**config.mk**
```make
export PLATFORM = sky130hd
export DESIGN_NAME = alu_seq
export DESIGN_NICKNAME = d
export VERILOG_FILES = /design/src/rtl/cpu_pkg.sv /design/src/rtl/alu_seq.sv
export SDC_FILE = /design/constraint.sdc
export NUM_CORES = 1
export LEC_CHECK = 0
export CORE_MARGIN = 1
export CORE_UTILIZATION = 50
export CTS_CLUSTER_DIAMETER = 150
export DETAILED_ROUTE_END_ITERATION = 16
export PLACE_DENSITY_LB_ADDON = 0.12
export SYNTH_ARGS = -nofsm -noshare
export SYNTH_HDL_FRONTEND = slang
export SYNTH_SLANG_ARGS = --single-unit
```
**constraint.sdc**
```tcl
create_clock -name _iClk -period 9.7 [get_ports _iClk]
set_input_delay 2.91 -clock _iClk [delete_from_list [all_inputs] [get_ports _iClk]]
set_output_delay 2.91 -clock _iClk [all_outputs]
set_load 0.01 [all_outputs]
```
**src/rtl/cpu_pkg.sv**
```systemverilog
// ============================================================================
// Module      : cpu_pkg
// Description : Shared CPU types; the ALU operation code.
// Revision    : 1.0 - initial release
// ============================================================================
`default_nettype none

package cpu_pkg;

    typedef enum logic [2:0] {
        Operation_ADD  = 3'd0,
        Operation_SUB  = 3'd1,
        Operation_NOR  = 3'd2,
        Operation_NAND = 3'd3,
        Operation_XOR  = 3'd4,
        Operation_XNOR = 3'd5
    } Operation;

endpackage

`default_nettype wire

```
**src/rtl/alu_seq.sv**
```systemverilog
// ============================================================================
// Module      : alu_seq
// Description : Runs the 8-bit ALU byte-serially (LSB first) over BYTES-wide
//               operands, chaining carry/borrow and accumulating word flags.
// Revision    : 1.0 - initial release
// ============================================================================
`default_nettype none

module alu_seq #(
    parameter int BYTES = 4
) (
    input  logic                 _iClk,
    input  logic                 _iReset,
    input  logic                 _iStart,
    input  cpu_pkg::Operation    _iOp,
    input  logic [8*BYTES-1:0]   _iA,
    input  logic [8*BYTES-1:0]   _iB,
    input  logic                 _iC,
    output logic                 _oBusy,
    output logic                 _oDone,
    output logic [8*BYTES-1:0]   _oResult,
    output logic                 _oFlagCarry,
    output logic                 _oFlagZero,
    output logic                 _oFlagNeg,
    output logic [7:0]           _oAluA,
    output logic [7:0]           _oAluB,
    output logic                 _oAluC,
    output cpu_pkg::Operation    _oAluOp,
    input  logic [7:0]           _iAluResult,
    input  logic                 _iAluFlagCarry,
    input  logic                 _iAluFlagZero,
    input  logic                 _iAluFlagNeg
);

    import cpu_pkg::*;

    localparam int                IDX_W    = $clog2(BYTES);
    localparam logic [IDX_W-1:0] LAST_IDX = IDX_W'(BYTES - 1);
    localparam logic [IDX_W-1:0] IDX_ONE  = IDX_W'(1);

    typedef enum logic [1:0] {
        ST_IDLE = 2'd0,
        ST_RUN  = 2'd1,
        ST_DONE = 2'd2
    } state_t;

    state_t                  state_q,  state_d;
    logic [BYTES-1:0][7:0]   a_q,      a_d;
    logic [BYTES-1:0][7:0]   b_q,      b_d;
    logic [BYTES-1:0][7:0]   result_q, result_d;
    Operation                op_q,     op_d;
    logic [IDX_W-1:0]        idx_q,    idx_d;
    logic                    carry_q,  carry_d;
    logic                    zacc_q,   zacc_d;
    logic                    flag_c_q, flag_c_d;
    logic                    flag_z_q, flag_z_d;
    logic                    flag_n_q, flag_n_d;

    always_ff @(posedge _iClk or posedge _iReset) begin
        if (_iReset) begin
            state_q  <= ST_IDLE;
            a_q      <= '0;
            b_q      <= '0;
            result_q <= '0;
            op_q     <= Operation_ADD;
            idx_q    <= '0;
            carry_q  <= 1'b0;
            zacc_q   <= 1'b0;
            flag_c_q <= 1'b0;
            flag_z_q <= 1'b0;
            flag_n_q <= 1'b0;
        end else begin
            state_q  <= state_d;
            a_q      <= a_d;
            b_q      <= b_d;
            result_q <= result_d;
            op_q     <= op_d;
            idx_q    <= idx_d;
            carry_q  <= carry_d;
            zacc_q   <= zacc_d;
            flag_c_q <= flag_c_d;
            flag_z_q <= flag_z_d;
            flag_n_q <= flag_n_d;
        end
    end

    always_comb begin
        state_d  = state_q;
        a_d      = a_q;
        b_d      = b_q;
        result_d = result_q;
        op_d     = op_q;
        idx_d    = idx_q;
        carry_d  = carry_q;
        zacc_d   = zacc_q;
        flag_c_d = flag_c_q;
        flag_z_d = flag_z_q;
        flag_n_d = flag_n_q;

        _oAluA   = 8'h00;
        _oAluB   = 8'h00;
        _oAluC   = 1'b0;
        _oAluOp  = Operation_ADD;
        _oDone   = 1'b0;

        case (state_q)
            ST_IDLE: begin
                if (_iStart) begin
                    a_d     = _iA;
                    b_d     = _iB;
                    op_d    = _iOp;
                    carry_d = _iC;
                    idx_d   = '0;
                    zacc_d  = 1'b1;
                    state_d = ST_RUN;
                end
            end

            ST_RUN: begin
                _oAluA          = a_q[idx_q];
                _oAluB          = b_q[idx_q];
                _oAluC          = carry_q;
                _oAluOp         = op_q;
                result_d[idx_q] = _iAluResult;
                carry_d         = _iAluFlagCarry;
                zacc_d          = zacc_q & _iAluFlagZero;
                // idx parks on the last byte rather than wrapping; start resets it.
                if (idx_q == LAST_IDX) begin
                    flag_c_d = _iAluFlagCarry;
                    flag_n_d = _iAluFlagNeg;
                    flag_z_d = zacc_q & _iAluFlagZero;
                    state_d  = ST_DONE;
                end else begin
                    idx_d = idx_q + IDX_ONE;
                end
            end

            ST_DONE: begin
                _oDone  = 1'b1;
                state_d = ST_IDLE;
            end

            default: begin
                state_d = ST_IDLE;
            end
        endcase
    end

    assign _oBusy      = (state_q != ST_IDLE);
    assign _oResult    = result_q;
    assign _oFlagCarry = flag_c_q;
    assign _oFlagZero  = flag_z_q;
    assign _oFlagNeg   = flag_n_q;

endmodule

`default_nettype wire

```
==> out/qor.csv <==
metric,value,unit
p_seq_frac,0.411,
die_y,98.90,um
dpl-instance-area,0.006102,sq mm
final_hold_viol_count,0,
synth_cell_types,28,
fin_area,0.006271,sq mm
synthFlopType,dfrtp_1,
required,6.79,ns
outcome,completed,
clock_power_share,0.120,
tightestPinTransition,1.046,ns
synth_area,0.004695,sq mm
min_from,a_q[9],
setup_viol,0,
worst_ep_arrival_time,2.75,ns
layout-drive-gt1-share,0.2318,
via_per_inst,5.380,
yosys-top-cells-area,"dfrtp_1 58%, mux2_2 20%, mux2i_1 7.0%",
min_period,5.658,ns
switchingPower,661.4,uW
rr_worst_depth,3,
start_util,0.5280,
cts-resized-gates,0,
synth.avg_cell_area,14.95,sq um
dr_total_vias,3018,
rsz0062_at_grt,no,
cp-end-kind,output port,
rrSetupSlack,7.09,ns
num_antenna_cells,0,
power.leakage,0.002608,uW
portBuffers,138,
crit_fanout,18,
core,0.008891,sq mm
fill_cells,649,
grt_max_degree,67,
htree_levels,3,
die_x,98.90,um
synth_seq_cells,108,
synth_warnings,0,
setup-tns-final,0,ns
fmaxAchievable,0.1767,GHz
grt_pass1_wl,15.73,mm
ios,139,
first_iter_violations,88,
final_max_slew_viol_count,0,
grt-ovfl-total,0,
track_usage,0.2080,
cts_hold_buffers,0,
power,2027,uW
wl_per_cell,17.15,um
reg2reg_to,_oResult[30],
final_nets,534,
drt_pass1_iterations,4,
first_global_vias,3174,
syn2layout_area_growth,33.58,%
cts.sinks,108,
r2r-start,idx_q[1],
postSynth.asyncResetShare,1.000,
row_count,34,
place.gp.congestion,0.7446,
slew_headroom,0.3026,
cts_setup_buffers,0,
swShare,0.3264,
place_hpwl,6.706,mm
cts_root_buf,clkbuf_8,
clk_pin_slew_worst_paths,0.10,ns
synth_cells,314,
synth_edf_count,0,
irDropWorstVdd,0.1916,mV
insertion_delay,0.36,ns
antenna_left,0,
cp-endpoint,_oAluA[3],
critPathKind,reg -> out,
skew,0.005097,ns
drt-total-wl,9.620,mm
clock_path_buffers,2,
antenna_found_initial,0,
min_path_type,reg -> reg,
crit_start,state_q[0],
yosysTopAreaCell,dfrtp_1,
cts_tree,yes,
intPower,1365,uW
worst_setup_path_start_kind,register,
synth_top_cell_area_share,0.5757,
p_comb_frac,0.469,
drv_cap,0,
dieArea,0.009780,sq mm
powerDensity,323.2,mW/mm^2
drc,0,
cts_buffers,9,
yosysSeqAreaShare,0.5757,
fin_crit_sh,0.5833,
syn-num-nets,400,
[cell usage after synthesis (2+ instances only)]
library cell and instances:
a211o_1 2, ha_1 4, buf_6 7, nand3b_1 6
buf_4 2, mux2i_1 33, nor2b_1 2, clkbuf_1 3
mux2_2 84, o22ai_1 16, o21bai_1 2, dfrtp_1 108
inv_1 6, mux2_1 17, buf_2 6, and3_1 2
and2_1 3
[area by class of cell]
class	count	area, sq um	share of cell area
clock buffers	11	131.4	0.02095
well taps	108	135.1	0.02155
multi-input cells	182	1834	0.2925
flip-flops and latches	108	2704	0.4312
inverters	6	25.02	0.003990
clock inverters	5	37.54	0.005986
repair buffers	141	1404	0.2239
[cell families (layout without fill, tap and decap cells)]
| group | after synthesis | after routing | synth area share |
|---|---|---|---|
| compound gates | 22 | 22 | 0.03198 |
| fa+ha+maj | 4 | 4 | 0.01066 |
| simple gates | 22 | 22 | 0.03545 |
| flops | 108 | 108 | 0.5757 |
| mux | 134 | 134 | 0.3126 |
| buf+inv | 24 | 163 | 0.03358 |
[registers in the layout, summed over array words and instances (netlist names)]
register and flops:
_oFlagCarry 1, _oFlagNeg 1, _oFlagZero 1, _oResult 32
a_q 32, b_q 32, carry_q 1, idx_q 2
op_q 3, state_q 2, zacc_q 1
[how the worst min path moves through the flow]
stage | endpoint | slack (ns) | depth (start not counted)
after floorplan | a_q[0] | 0.46 | 1
final | a_q[9] | 0.49 | 1
after detailed placement | a_q[9] | 0.47 | 1
after global routing | a_q[21] | 0.51 | 1
after CTS | a_q[9] | 0.50 | 1
after global placement | a_q[2] | 0.47 | 1
[routing by layer]
layer	share of wire	GRT usage
met1	0.43	0.2637
met5	0	0
met4	0.016	0.06659
met3	0.075	0.07305
met2	0.48	0.3351
[cell usage in the layout (no fill, tap or decap)]
master           netlist  final
clkinvlp_4             0      2
inv_4                  0      1
a211o_1                2      2
ha_1                   4      4
nor2_1                 1      1
buf_4                  2      3
and3_1                 2      2
o21bai_1               2      2
o22ai_1               16     16
or2_2                  1      1
nand2_1                1      1
clkbuf_8               0      9
inv_1                  6      5
nand2b_1               1      1
clkdlybuf4s50_1        0    138
o311ai_0               1      1
inv_6                  0      1
and2_1                 3      3
nor4b_1                1      1
clkbuf_1               3      2
clkinv_4               0      1
mux2_1                17     17
mux2_2                84     84
or4bb_1                1      1
o22a_1                 1      1
dfrtp_2                0      1
or3b_1                 1      1
nor2b_1                2      2
dfrtp_1              108    107
mux2i_1               33     33
nand3b_1               6      6
nor4bb_1               1      1
clkinv_2               0      1
nor3b_4                1      1
[worst max-delay path: stages (launching register included)]
cell and delay, ns:
dfrtp_1 0.66, nand3b_1 0.68, o22ai_1 0.45, clkdlybuf4s50_1 0.59
[power groups by stage]
| stage | Clock, uW | Combinational [uW] | Sequential (uW) |
|---|---|---|---|
| 2_1_floorplan | 0 | 574 | 813 |
| 3_3_place_gp | 0 | 939 | 832 |
| 3_5_place_dp | 0 | 958 | 846 |
| 4_1_cts | 252 | 963 | 836 |
| 5_1_grt | 270 | 1020 | 866 |
| 6_report | 243 | 950 | 833 |
[stage by stage]
stage	setup slack, ns	util	cells	hold WS, ns
5_1_grt	3.818	0.7053	561	0.5140
6_report	4.042	0.7053	561	0.4941
4_1_cts	4.048	0.7053	561	0.4983
3_5_place_dp	4.460	0.6863	545	0.4740
2_1_floorplan	3.944	-	314	0.4574
3_3_place_gp	4.512	0.6863	545	0.4669
Note: power is estimated with default switching activity, not from simulation.
==> RTL edit 1 (same settings) <==
`BYTES`: 4 -> 8.
--- a/src/rtl/alu_seq.sv
+++ b/src/rtl/alu_seq.sv
@@ -9,3 +9,3 @@
 module alu_seq #(
-    parameter int BYTES = 4
+    parameter int BYTES = 8
 ) (
Interface: changed (resized _iA, _iB and _oResult); port bits go from 139 to 235. The function was not compared with the original's and may differ.
==> RTL edit 1 against the unedited design <==
  * Wire length grew 130%
  * Sequential cell count up 97
  * Cell count up 88%
  * Power grew 110%
  * Cell area increased by 91%
  * Synthesized area rose by 87%
  * Sequential power increased by 91%
  * Worst setup slack got worse by 0.37 ns
  * Clock skew rose by 0.0048 ns
  * Largest power group unchanged
==> RTL edit 1: results (changes against the unedited design) <==
metric	value	unit	change
H-tree Lvls	1		-2
most frequent cells after synthesis	dfrtp_1 (205), mux2_2 (197), mux2i_1 (65), o22ai_1 (32), buf_2 (28)		
dpl hpwl	15300	um	+130%
CTS max path bufs	3		+1
number of I/O port buffers	234		+70%
CTS root buffer	clkbuf_16		
status	finished, final reports clean		
leakage	5.04	nW	+93%
Hold Path Origin	_oResult[47]$_DFFE_PP0P_		
layout cell share with drive strength beyond 1	29.7	%	+6.5 points
global-route wire length before repair	34200	um	+120%
sequential share of power	37.9	%	-3.2 points
launch point of the worst reg-to-reg path	idx_q[0]$_DFFE_PP0P_		
initial antenna violation count	1		+1
Iteration-0 DRC Markers	220		+150%
crit path capture	_oAluA[4]		
nets	965		+81%
maximum vdd drop	0.209	mV	+8.9%
Rel. slew slack	20.9	%	-9.3 points
Post-DP Area	11300	sq um	+85%
worst r2r dst	_oResult[29]$_DFFE_PP0P_		
switching power	0.00134	W	+100%
wire per inst	20.8	um	+21%
crit-path max cell delay	0.82	ns	+0.14 ns
Yosys top cell area share	58.4	%	+0.84 points
CP max-delay cell	dfrtp_4		
-- RTL edit 1: cell types whose count changed after synthesis, sizes merged, moves of 3 or more --
| cell | delta |
|---|---|
| o21a | +16 |
| nor3b | +3 |
| nand2 | +4 |
| mux2 | +97 |
| dfrtp | +97 |
| mux2i | +32 |
| buf | +13 |
| nand3b | -4 |
| inv | -3 |
| o22ai | +16 |
| clkbuf | +7 |
-- RTL edit 1: cell type report --
type | count | area, sq um
Sequential cell | 205 | 5130
Tap cell | 225 | 282
Antenna cell | 1 | 2.50
Inverter | 3 | 18.8
Multi-Input combinational cell | 347 | 3470
Timing Repair Buffer | 238 | 2370
Fill cell | 1190 | 5250
Clock inverter | 5 | 53.8
Clock buffer | 31 | 656
-- RTL edit 1: stage by stage --
step	setup WS, ns	hold WS, ns	util [%]	total power, W	instances
finish	3.67	0.503	69.6	0.00420	1055
global route	3.56	0.514	69.5	0.00444	1054
CTS	3.65	0.505	69.5	0.00424	1054
detailed placement	4.20	0.479	65.4	0.00340	1018
global placement	4.27	0.471	65.4	0.00332	1018
floorplan	1.19	0.460	-	0.00262	593
-- RTL edit 1: metal layers --
metal | share of wire [%] | track usage, % | vias to the layer above
li1 | - | - | 2616
met1 | 41 | 31.5 | 2937
met2 | 50 | 42.2 | 200
met3 | 6.5 | 5.26 | 41
met4 | 2.7 | 7.12 | 0
met5 | 0 | 0 | -
-- RTL edit 1: kinds of logic after synthesis --
family	synth area share (%)
multiplexers	32.8
flip-flops	58.4
AO/OA/AOI/OAI	4.06
buffers and inverters	2.15
AND/OR/NAND/NOR	2.26
adder cells (fa/ha/maj)	0.285
==> RTL edit 2 (config.mk and constraints unchanged) <==
Made on the original files. Re-encode `state_t` (3 states) as one-hot, 3 bits wide.
--- a/src/rtl/alu_seq.sv
+++ b/src/rtl/alu_seq.sv
@@ -40,6 +40,6 @@
 
-    typedef enum logic [1:0] {
-        ST_IDLE = 2'd0,
-        ST_RUN  = 2'd1,
-        ST_DONE = 2'd2
+    typedef enum logic [2:0] {
+        ST_IDLE = 3'b001,
+        ST_RUN  = 3'b010,
+        ST_DONE = 3'b100
     } state_t;
Behaviour: same outputs for any inputs over 10 cycles, from zero or initial values and one cycle with _iReset high; not proved beyond that.
==> RTL edit 2 against the unedited design <==
  * Sequential cell count grew 1
  * Power shrank 13%
  * Synthesized area grew 0.45%
  * Worst setup slack gained 0.22 ns
  * Cell count grew 20%
  * Register-to-register slack gained 0.35 ns
  * Clock power grew 11%
  * Non-clock buffer count grew 1
  * Clock skew grew 0.0095 ns
  * Global-route usage grew 0.80 points
  * Wire length grew 3.8%
  * Cell area grew 1.3%
  * Count of clock-buffer cells in the layout shrank 2
  * Critical endpoint is now _oAluA[6]
  * Combinational power shrank 26%
==> RTL edit 2: results (changes against the unedited design) <==
metric	value	unit	change
Clock-cell share	3.19	%	+0.50 points
worst r2r dst	_oFlagNeg$_DFFE_PP0P_		
M3 GR Usage	3.16	%	-4.1 points
Post-DP Area	6150	sq um	+0.82%
Setup Skew	0.0146	ns	+0.00950 ns
Total Power	0.00176	W	-13%
invs w/o clock	4		-2
Cells after DPL	660		+21%
synth top area cells	dfrtp_1 (57%), nand2_1 (16%), mux4_2 (7.6%)		
sw frac	34.2	%	+1.6 points
via/cell ratio	5.09		-5.4%
Hold Crit Depth	2		+1
Hold Path Origin	b_q[13]$_DFFE_PP0P_		
clock power share	15.4	%	+3.4 points
layout cell share with drive strength beyond 1	10.3	%	-13 points
global-route wire length before repair	16500	um	+5.2%
CP max FO	19		+1
register share of the cell area	42.9	%	-0.17 points
Layout area overhead	34.8	%	
hold path endpoint	b_q[13]$_DFFE_PP0P_		
critical path arrival	2.53	ns	-0.22 ns
Seq cells	109		+0.93%
dpl hpwl	6800	um	+1.4%
Total GRT Usage	21.6	%	+0.80 points
most frequent cells after synthesis	nand2_1 (195), dfrtp_1 (108), and2_1 (23), mux2_1 (22)		
Buffers, non-clock	142		+0.71%
area of the multi-input gates	1860	sq um	+1.2%
final-layout clock buffer total	9		-2
Fillers	735		+13%
Routability Congestion	0.737		-1.0%
met2 WL	4920	um	+5.9%
M1 WL	4500	um	+9.7%
tap cells	111		+2.8%
vias in the first global route	3401		+7.2%
GR met1 Demand/Resource	29.9	%	+3.5 points
crit-path max cell delay	0.95	ns	+0.27 ns
hold_ws	0.479	ns	-0.0147 ns
post-synthesis sequential area ratio	57.9	%	+0.30 points
leakage	2.99	nW	+15%
DRT Pass-1 Iters	5		+1
status	finished, final reports clean		
R2R setup slack	7.44	ns	+0.35 ns
syn_area_per_cell	10.9	sq um	-27%
Seq. pwr	0.000786	W	-5.6%
Mapped Nets	518		+30%
met3 wire len	440	um	-39%
Synth cell types	26		-7.1%
==> RTL edit 2: cell types whose count changed after synthesis, sizes merged, moves of 4 or more <==
| cell | unedited run | this run |
|---|---|---|
| nor2 | 1 | 5 |
| buf | 15 | 20 |
| mux2i | 33 | 0 |
| nand3b | 6 | 0 |
| mux2 | 101 | 38 |
| and2 | 3 | 23 |
| o22ai | 16 | 0 |
| nand2 | 1 | 195 |
| mux4 | 0 | 16 |
==> RTL edit 2: worst max-delay path, delay by kind of cell (launching register included) <==
| family | cells | cell delay [ns] |
|---|---|---|
| mux | 1 | 0.59 |
| flops | 1 | 0.95 |
| simple gates | 1 | 0.17 |
| buf+inv | 1 | 0.47 |
==> RTL edit 2: worst max path at each step <==
| stage | start | endpoint | slack, ns |
|---|---|---|---|
| final | idx_q[1]$_DFFE_PP0P_ | _oAluA[6] | 4.26 |
| after global routing | idx_q[1]$_DFFE_PP0P_ | _oAluA[5] | 4.16 |
| after CTS | idx_q[1]$_DFFE_PP0P_ | _oAluA[6] | 4.21 |
| after detailed placement | idx_q[1]$_DFFE_PP0P_ | _oAluA[6] | 4.62 |
| after global placement | idx_q[1]$_DFFE_PP0P_ | _oAluA[5] | 4.62 |
| after floorplan | _iReset | _oFlagCarry$_DFFE_PP0P_ | 3.92 |
==> RTL edit 2: kinds of logic (layout without fill, tap and decap cells) <==
logic type / Yosys count / count (layout) / share of synthesized area [%]
AO/OA/AOI/OAI: 5 / 5 / 0.637
adder cells (fa/ha/maj): 4 / 4 / 1.06
buffers and inverters: 29 / 162 / 3.13
flip-flops: 109 / 109 / 57.9
multiplexers: 54 / 54 / 16.7
AND/OR/NAND/NOR: 231 / 231 / 20.6
